===== config.mk =====
export PLATFORM = sky130hd
export DESIGN_NAME = router_rx_sink
export DESIGN_NICKNAME = d
export VERILOG_FILES = /design/src/rtl/router_rx_sink.sv
export SDC_FILE = /design/constraint.sdc
export NUM_CORES = 1
export LEC_CHECK = 0
export BUFFER_PORTS_ARGS = -buffer_cell sky130_fd_sc_hd__buf_2
export CORE_ASPECT_RATIO = 1.5
export CORE_MARGIN = 10
export CORE_UTILIZATION = 66
export CTS_BUF_LIST = sky130_fd_sc_hd__clkbuf_16
export CTS_CLUSTER_SIZE = 8
export DETAILED_ROUTE_END_ITERATION = 12
export PLACE_DENSITY = 0.82
export SETUP_SLACK_MARGIN = 0.15
export SYNTH_ARGS = -nofsm -noshare
export SYNTH_HDL_FRONTEND = slang
export SYNTH_SLANG_ARGS = --single-unit

===== constraint.sdc =====
create_clock -name clock -period 7.2 [get_ports clock]
set_clock_uncertainty 0.2 [all_clocks]
set_input_delay 1.44 -clock clock [delete_from_list [all_inputs] [get_ports clock]]
set_output_delay 1.44 -clock clock [all_outputs]
set_load 0.02 [all_outputs]

===== src/rtl/router_rx_sink.sv =====
// router_rx_sink: deserialises one router output port into a byte stream
// with packet boundaries, buffered in a show-ahead FIFO.
module router_rx_sink #(
  parameter int FIFO_DEPTH = 16
) (
  input  logic        clock,
  input  logic        reset,
  input  logic        frame_n,
  input  logic        valid_n,
  input  logic        din,
  output logic [7:0]  byte_data,
  output logic        byte_last,
  output logic        byte_valid,
  input  logic        byte_ready,
  output logic [15:0] pkt_count,
  output logic        err_partial,
  output logic        err_overflow,
  input  logic        clr_err
);

  localparam int AW = $clog2(FIFO_DEPTH);

  typedef enum logic [1:0] {
    SYNC,
    IDLE,
    RECV
  } state_t;

  state_t state;
  state_t state_nx;

  logic         sample;
  logic         end_cyc;
  logic         bit_in;
  logic         byte_done;
  logic         leftover;
  logic [2:0]   bit_cnt;
  logic [2:0]   cnt_nx;
  logic [7:0]   shreg;
  logic [7:0]   new_byte;

  logic         pend_valid;
  logic         pend_last;
  logic [7:0]   pend_data;

  logic         push;
  logic         push_last;
  logic         pop;
  logic         full;
  logic         empty;
  logic         wr_en;
  logic         drop;
  logic [AW:0]  wr_ptr;
  logic [AW:0]  rd_ptr;
  logic [8:0]   mem [FIFO_DEPTH];
  logic [8:0]   head;

  always_ff @(posedge clock) begin
    if (reset) state <= SYNC;
    else       state <= state_nx;
  end

  always_comb begin
    state_nx = state;
    unique case (state)
      SYNC:    if (frame_n)  state_nx = IDLE;
      IDLE:    if (!frame_n) state_nx = RECV;
      RECV:    if (frame_n)  state_nx = IDLE;
      default: state_nx = SYNC;
    endcase
  end

  always_comb begin
    sample  = 1'b0;
    end_cyc = 1'b0;
    case (state)
      IDLE: sample = !frame_n;
      RECV: begin
        sample  = 1'b1;
        end_cyc = frame_n;
      end
      default: ;
    endcase
  end

  assign bit_in    = sample && !valid_n;
  assign cnt_nx    = bit_in ? bit_cnt + 3'd1 : bit_cnt;
  assign byte_done = bit_in && (bit_cnt == 3'd7);
  assign new_byte  = {din, shreg[7:1]};
  assign leftover  = end_cyc && (cnt_nx != 3'd0);

  always_ff @(posedge clock) begin
    if (reset) begin
      bit_cnt <= 3'd0;
      shreg   <= 8'h00;
    end else begin
      if (bit_in) shreg <= new_byte;
      bit_cnt <= end_cyc ? 3'd0 : cnt_nx;
    end
  end

  // A completing byte flushes the pending one as non-final; a pending
  // byte already marked final drains on the next idle opportunity.
  always_comb begin
    push      = 1'b0;
    push_last = 1'b0;
    unique case (1'b1)
      byte_done && pend_valid: push = 1'b1;
      !byte_done && pend_valid && pend_last: begin
        push      = 1'b1;
        push_last = 1'b1;
      end
      default: ;
    endcase
  end

  always_ff @(posedge clock) begin
    if (reset) begin
      pend_valid <= 1'b0;
      pend_last  <= 1'b0;
      pend_data  <= 8'h00;
    end else if (byte_done) begin
      pend_valid <= 1'b1;
      pend_last  <= end_cyc;
      pend_data  <= new_byte;
    end else if (push) begin
      pend_valid <= 1'b0;
      pend_last  <= 1'b0;
    end else if (end_cyc && pend_valid) begin
      pend_last  <= 1'b1;
    end
  end

  assign empty = (wr_ptr == rd_ptr);
  assign full  = (wr_ptr[AW] != rd_ptr[AW]) &&
                 (wr_ptr[AW-1:0] == rd_ptr[AW-1:0]);
  assign pop   = !empty && byte_ready;
  assign wr_en = push && (!full || pop);
  assign drop  = push && full && !pop;

  always_ff @(posedge clock) begin
    if (wr_en) mem[wr_ptr[AW-1:0]] <= {push_last, pend_data};
  end

  always_ff @(posedge clock) begin
    if (reset) begin
      wr_ptr <= '0;
      rd_ptr <= '0;
    end else begin
      if (wr_en) wr_ptr <= wr_ptr + 1'b1;
      if (pop)   rd_ptr <= rd_ptr + 1'b1;
    end
  end

  always_ff @(posedge clock) begin
    if (reset) begin
      pkt_count    <= 16'd0;
      err_partial  <= 1'b0;
      err_overflow <= 1'b0;
    end else begin
      if (push && push_last) pkt_count <= pkt_count + 16'd1;
      if (leftover)     err_partial <= 1'b1;
      else if (clr_err) err_partial <= 1'b0;
      if (drop)         err_overflow <= 1'b1;
      else if (clr_err) err_overflow <= 1'b0;
    end
  end

  assign head       = mem[rd_ptr[AW-1:0]];
  assign byte_valid = !empty;
  assign byte_data  = byte_valid ? head[7:0] : 8'h00;
  assign byte_last  = byte_valid ? head[8] : 1'b0;

endmodule


==> metrics.txt, run 1 <==
status finished clean; final net count 575; die width 110 um; vias 4386; total clock sinks 198; I/O Pins 35; setup TNS 0 ns; CTS tree yes; Max-cap violations 0; dominant synthesized flop cell edfxtp_1; Final WS setup 2.77 ns; crit-path max cell delay 0.62 ns; Final Max Tran Viols 0; die area 17100 um^2; Sequential Area 5410 um^2; GRT Util Overall 19.3%; DP Area 8280 um^2; Root Driver clkbuf_16; Synth Area in Compound Gates 4.37%; Final Util 74.1%; placed cells 688; clk buf depth 2; relative slew slack 10.1%; hold slack 0.263 ns; main combinational cell family by area after synthesis multiplexers; r2r startpoint state[0]; Ys Warns 0; slowest CP cell mux4_2; Initial Util 67.1%; Tcrit/Tclk final 61.5%; Pre-antenna DRT Iters 5; fillers 747; CTS Hold Bufs 0; Synth Area in XOR/XNOR 2.82%; routed len/inst 21.3 um; Post-CTS Repair Setup Buffers 0; synthesis-stage register bit count 198; most frequent CP cell a211oi_1; Worst Hold Class reg2reg; Post-synth EDFFs 144; Finished Layout Cells 721; die height 155 um; WL final 15400 um; site row count 49; initial drt markers 295; Power Total 2.13 mW; post-synthesis adder-cell area fraction 2.03%; fraction of layout cells with a size suffix above 1 19.7%; crit path time final 4.43 ns; drt via density 6.08; GP Congestion 0.806; vias in the first global route 4615; Worst EP required 5.56 ns; Design Area, Final 8860 um^2; Max rail drop VDD 179 uV; Area Overhead vs Synth 10.4%; Static Leak 3.06 nW; delay-heaviest family, CP buffers and inverters; placeable core area 12000 um^2; worst skew pair latency 0.43 ns; Syn Std Cell Area 8020 um^2; largest net degree at the start of global routing 50; first-pass GRT wire length 24900 um; post-synthesis sequential area ratio 67.4%; post-cts sizing count 0; Worst Path Buf+Inv 2; Mapped Nets 545; mux contribution to synthesized area 12.6%; hold wc startpoint shreg[1]; I/O Buffers 34; final hold vios 0; ANT nets after route 0; Ant. Diodes 0; worst slew pin tran 1.34 ns; PwrDens 241 nW/um^2; Synth Instances 525; DRC errors left 0; Post-Synth Simple-Gate Area 8.67%; Max Clock Freq 0.226 GHz; Mean Syn Cell Area 15.3 um^2; Reg clk slew, reported paths 0.07 ns; multi-input logic area 2450 um^2; CTS buffer count 17; CP startpoint kind flop; Worst EP arrival 2.79 ns; H-Tree Depth 4; synth unique cells 39; worst-path maximum fanout 36; final setup vio count 0; Setup CP Type reg2out; RSZ-0062 raised after global routing no; GRT overflow 0; Synth async-reset ratio 0%; CP cell instances buf_4 > mux4_2 > nor2b_1 > a211oi_1 > a211oi_1 > buf_2; initial antenna violation count 0; Worst setup EP type primary output; DPL Wire Length 9950 um; worst slack at placement 2.55 ns
==> path summary, 6_finish.rpt <==
check                           slack (ns)  cells after the start            to
worst min-delay path                  0.26                      2  pend_data[0]
worst max register to register        3.37                      7     mem[0][0]
worst min register to register        0.26                      2  pend_data[0]
worst max-delay path                  2.77                      6  byte_data[0]
==> layout by cell type, fill, tap and decap left out, types with 4 or more instances in the layout <==
cell,count
nor3_1,9
xnor2_1,10
o21ai_0,6
dfxtp_1,53
buf_4,4
clkbuf_16,17
buf_2,34
or3_1,4
inv_1,10
xor2_1,14
nand3_1,10
mux4_2,36
edfxtp_1,144
nand4_1,13
a21oi_1,22
nand2_1,28
nor2_1,50
nor2b_1,12
nand2b_1,5
inv_6,4
ha_1,13
mux2i_1,20
a211oi_1,18
==> cell usage after synthesis, types with 4 or more instances <==
master / n / area share [%]
a211oi_1: 18 / 1.7
a21oi_1: 22 / 1.4
buf_2: 6 / 0.37
buf_4: 5 / 0.47
clkbuf_1: 14 / 0.65
dfxtp_1: 54 / 13
edfxtp_1: 144 / 54
ha_1: 13 / 2.0
inv_1: 9 / 0.42
mux2i_1: 20 / 2.5
mux4_2: 36 / 10
nand2_1: 28 / 1.3
nand2b_1: 5 / 0.39
nand3_1: 10 / 0.62
nand4_1: 13 / 1.0
nor2_1: 50 / 2.3
nor2b_1: 12 / 0.94
nor3_1: 9 / 0.56
o21ai_0: 7 / 0.44
or3_1: 4 / 0.31
xnor2_1: 10 / 1.1
xor2_1: 14 / 1.5
==> kinds of logic (layout without fill, tap and decap cells) <==
family                   after synthesis  in the layout
flip-flops                           198            198
multiplexers                          56             56
AND/OR/NAND/NOR                      142            142
adder cells (fa/ha/maj)               13             13
XOR/XNOR                              25             25
AO/OA/AOI/OAI                         54             54
buffers and inverters                 37             80
==> state kept, by name, summed over array words and instances, names as in the netlist, 2 cells and up, named ones only <==
name and count:
bit_cnt 3, mem 144, pkt_count 16, pend_data 8
shreg 7, rd_ptr 5, state 2, wr_ptr 5
==> area by class of cell <==
class	count	area share, %
multi-input cells	290	27.6
flip-flops and latches	198	61.0
clock inverters	15	1.64
clock buffers	17	4.80
repair buffers	39	2.35
well taps	153	2.16
inverters	9	0.381
==> where the power goes <==
part	leakage, nW	internal (mW)	switching (mW)	total, mW
logic	0.958	0.00765	0.0130	0.0206
clock network	0.276	0.485	0.418	0.903
registers	1.82	1.21	0.00159	1.21
total	3.06	1.70	0.433	2.13
==> worst reg2reg max path, cell delays in order (launching register included) <==
cell      delay (ns)
dfxtp_1         0.39
inv_1           0.10
ha_1            0.28
nor2b_1         0.25
o211ai_2        0.42
a221oi_2        0.64
nand2_1         0.22
nor3_1          0.94
==> layer usage <==
layer	global-route usage (%)	share of wire, %	up-vias
met2	33.0	54	130
met4	7.21	2.3	0
met3	4.38	4.6	28
li1	-	-	2052
met5	0	0	-
met1	22.8	39	2176
Power figures use the tool's default switching activity.
==> run 2: changes to the inputs <==
ABC_AREA = 1   (was default)
CORE_UTILIZATION = 61   (was 66)
PLACE_DENSITY = 0.76   (was 0.82)
clock period = 4.2 ns   (was 7.2 ns; I/O delays follow)
==> run 2 against run 1 <==
Against the previous run:
- area after synthesis grew 7.6%
- critical path depth shrank 1
- sequential share of layout area shrank 3.5 points
- global-route usage grew 1.1 points
- synthesized cell count grew 62%
- worst hold slack lost 0.0032 ns
- final cell count grew 44%
- power grew 85%
- critical path type unchanged
- largest power group unchanged
==> metrics.txt, run 2 <==
status finished clean; Post-CTS Repair Setup Buffers 0 (unchanged); post-cts sizing count 0 (unchanged); Synth async-reset ratio 0% (unchanged); I/O Buffers 34 (unchanged); ANT nets after route 0 (unchanged); DP Area 8830 um^2 (+6.7%); Reg2Reg Setup Slack 1.12 ns (-2.25 ns); Initial Util 62.0% (-5.1 points); Final Util 67.5% (-6.5 points); hold path cells 2 (unchanged); final setup vio count 0 (unchanged); fraction of layout cells with a size suffix above 1 10.2% (-9.6 points); total clock sinks 198 (unchanged); end of the worst hold path shreg[1]; final net count 884 (+54%); CP startpoint kind flop; Syn Std Cell Area 8640 um^2 (+7.6%); reg2reg end mem[11][7]; R2R cell count 10 (+3); first-pass GRT wire length 30700 um (+23%); Root Driver clkbuf_16; relative slew slack 38.2% (+28 points); Area Overhead vs Synth 8.92%; PwrDens 419 nW/um^2 (+74%); CTS buffer count 17 (unchanged); WL final 18900 um (+23%); Static Leak 3.47 nW (+14%); initial drt markers 515 (+75%); Max Clock Freq 0.270 GHz; die height 166 um (+6.9%); crit path time final 3.71 ns; drt via density 5.80 (-4.7%); Post-synth EDFFs 144 (unchanged); routed len/inst 18.1 um (-15%); clk buf depth 2 (unchanged); GRT Util Overall 20.3% (+1.1 points); synthesis-stage register bit count 198 (unchanged); CTS Hold Bufs 0 (unchanged); I/O Pins 35 (unchanged); GP Congestion 0.858 (+6.6%); DRC errors left 0 (unchanged); Ant. Diodes 0 (unchanged); Worst EP arrival 2.67 ns (-0.12 ns); synth unique cells 33 (-15%); commonest non-fill, non-tap cell in the layout edfxtp_1; Post-synth top cells edfxtp_1 (144), nand2_1 (130), inv_1 (110); vias in the first global route 6149 (+33%); Mean Syn Cell Area 10.2 um^2 (-33%); largest cells by area after synthesis edfxtp_1 (50%), dfxtp_1 (13%), nand2_1 (5.7%), nand3_1 (5.0%), inv_1 (4.8%); worst skew pair latency 0.43 ns (about the same); initial antenna violation count 0 (unchanged); post-synthesis sequential area ratio 62.6% (-4.8 points); Pre-antenna DRT Iters 5 (unchanged); Setup CP Type reg2out; Worst setup EP type primary output; H-Tree Depth 4 (unchanged); worst-path maximum fanout 19 (-47%); CTS tree yes; Max rail drop VDD 303 uV (+69%); largest net degree at the start of global routing 74 (+48%); DPL Wire Length 12600 um (+27%); Design Area, Final 9410 um^2 (+6.2%); setup TNS 0 ns (unchanged); post-synth top area cell edfxtp_1; Reg clk slew, reported paths 0.07 ns (about the same); GRT overflow 0 (unchanged); die width 117 um (+6.5%); die area 19400 um^2 (+14%); commonest cells after routing, fill and taps aside edfxtp_1 (144), nand2_1 (130), inv_1 (111); hold wc startpoint shreg[1]; Synth Instances 848 (+62%); dominant synthesized flop cell edfxtp_1; count leader, synth edfxtp_1; Tcrit/Tclk final 88.3%; Mapped Nets 868 (+59%); Worst EP required 3.16 ns (-2.40 ns); Final Max Tran Viols 0 (unchanged); Largest register FFs 144 (unchanged); Ys Warns 0 (unchanged); r2r startpoint state[0]; site row count 53 (+8.2%); Max-cap violations 0 (unchanged); post-synth top area share 50.1% (-3.8 points); worst slew pin tran 0.925 ns (-0.418 ns); RSZ-0062 raised after global routing no; vias 6037 (+38%); placeable core area 13900 um^2 (+16%); final hold vios 0 (unchanged); Worst Hold Class reg2reg
[run 2: power breakdown]
| group | leakage, nW | internal, mW | total, mW | switching, mW |
|---|---|---|---|---|
| registers | 1.74 | 2.08 | 2.11 | 0.0216 |
| logic | 1.46 | 0.0725 | 0.237 | 0.164 |
| clock network | 0.279 | 0.881 | 1.60 | 0.719 |
| total | 3.47 | 3.04 | 3.94 | 0.905 |
[run 2: critical path, cell delays in order, from the launching register on]
cell and delay (ns):
dfxtp_1 0.74, clkinv_1 0.68, nand3_1 0.25, nand3_1 0.11, a21boi_0 0.25, buf_2 0.22
[run 2: stage by stage]
step	power, mW	hold WS (ns)	setup WS (ns)	instances
2_1_floorplan	2.34	0.238	1.65	848
3_5_place_dp	2.39	0.249	0.930	1010
4_1_cts	3.96	0.260	0.512	1041
6_report	3.94	0.260	0.493	1041
5_1_grt	4.07	0.295	0.229	1041
3_3_place_gp	2.37	0.251	0.986	1010
[run 2: cell type report]
| type | count | area (um^2) |
|---|---|---|
| fill | 1068 | 4520 |
| clock inverter | 14 | 153 |
| tap | 165 | 206 |
| sequential | 198 | 5410 |
| clock buffer | 17 | 425 |
| multi-input combinational | 492 | 2560 |
| timing repair buffer | 37 | 205 |
| inverter | 118 | 448 |
[run 2: routing by layer]
layer | GRT usage, % | vias up | routed length (um)
met3 | 4.37 | 43 | 930
met5 | 0 | - | 0
li1 | - | 2918 | -
met2 | 34.6 | 184 | 10000
met4 | 9.28 | 0 | 575
met1 | 23.6 | 2892 | 7370
[run 2: cells by family after synthesis]
| family | count (synthesis) | synth area share (%) |
|---|---|---|
| DFF | 198 | 62.6 |
| adders and majority gates | 13 | 1.88 |
| buffers and inverters | 158 | 7.78 |
| and+or+nand+nor | 294 | 15.1 |
| AOI/OAI and AO/OA | 174 | 11.5 |
| xor gates and xnor gates | 11 | 1.12 |
[run 2: worst max path at each step]
stage	cells past startpoint	from	end
floorplan	7	valid_n	mem[11][0]
global placement	11	frame_n	mem[11][3]
detailed placement	11	frame_n	mem[11][5]
CTS	5	flop	byte_data[2]
global route	5	flop	byte_data[7]
finish	5	flop	byte_data[2]
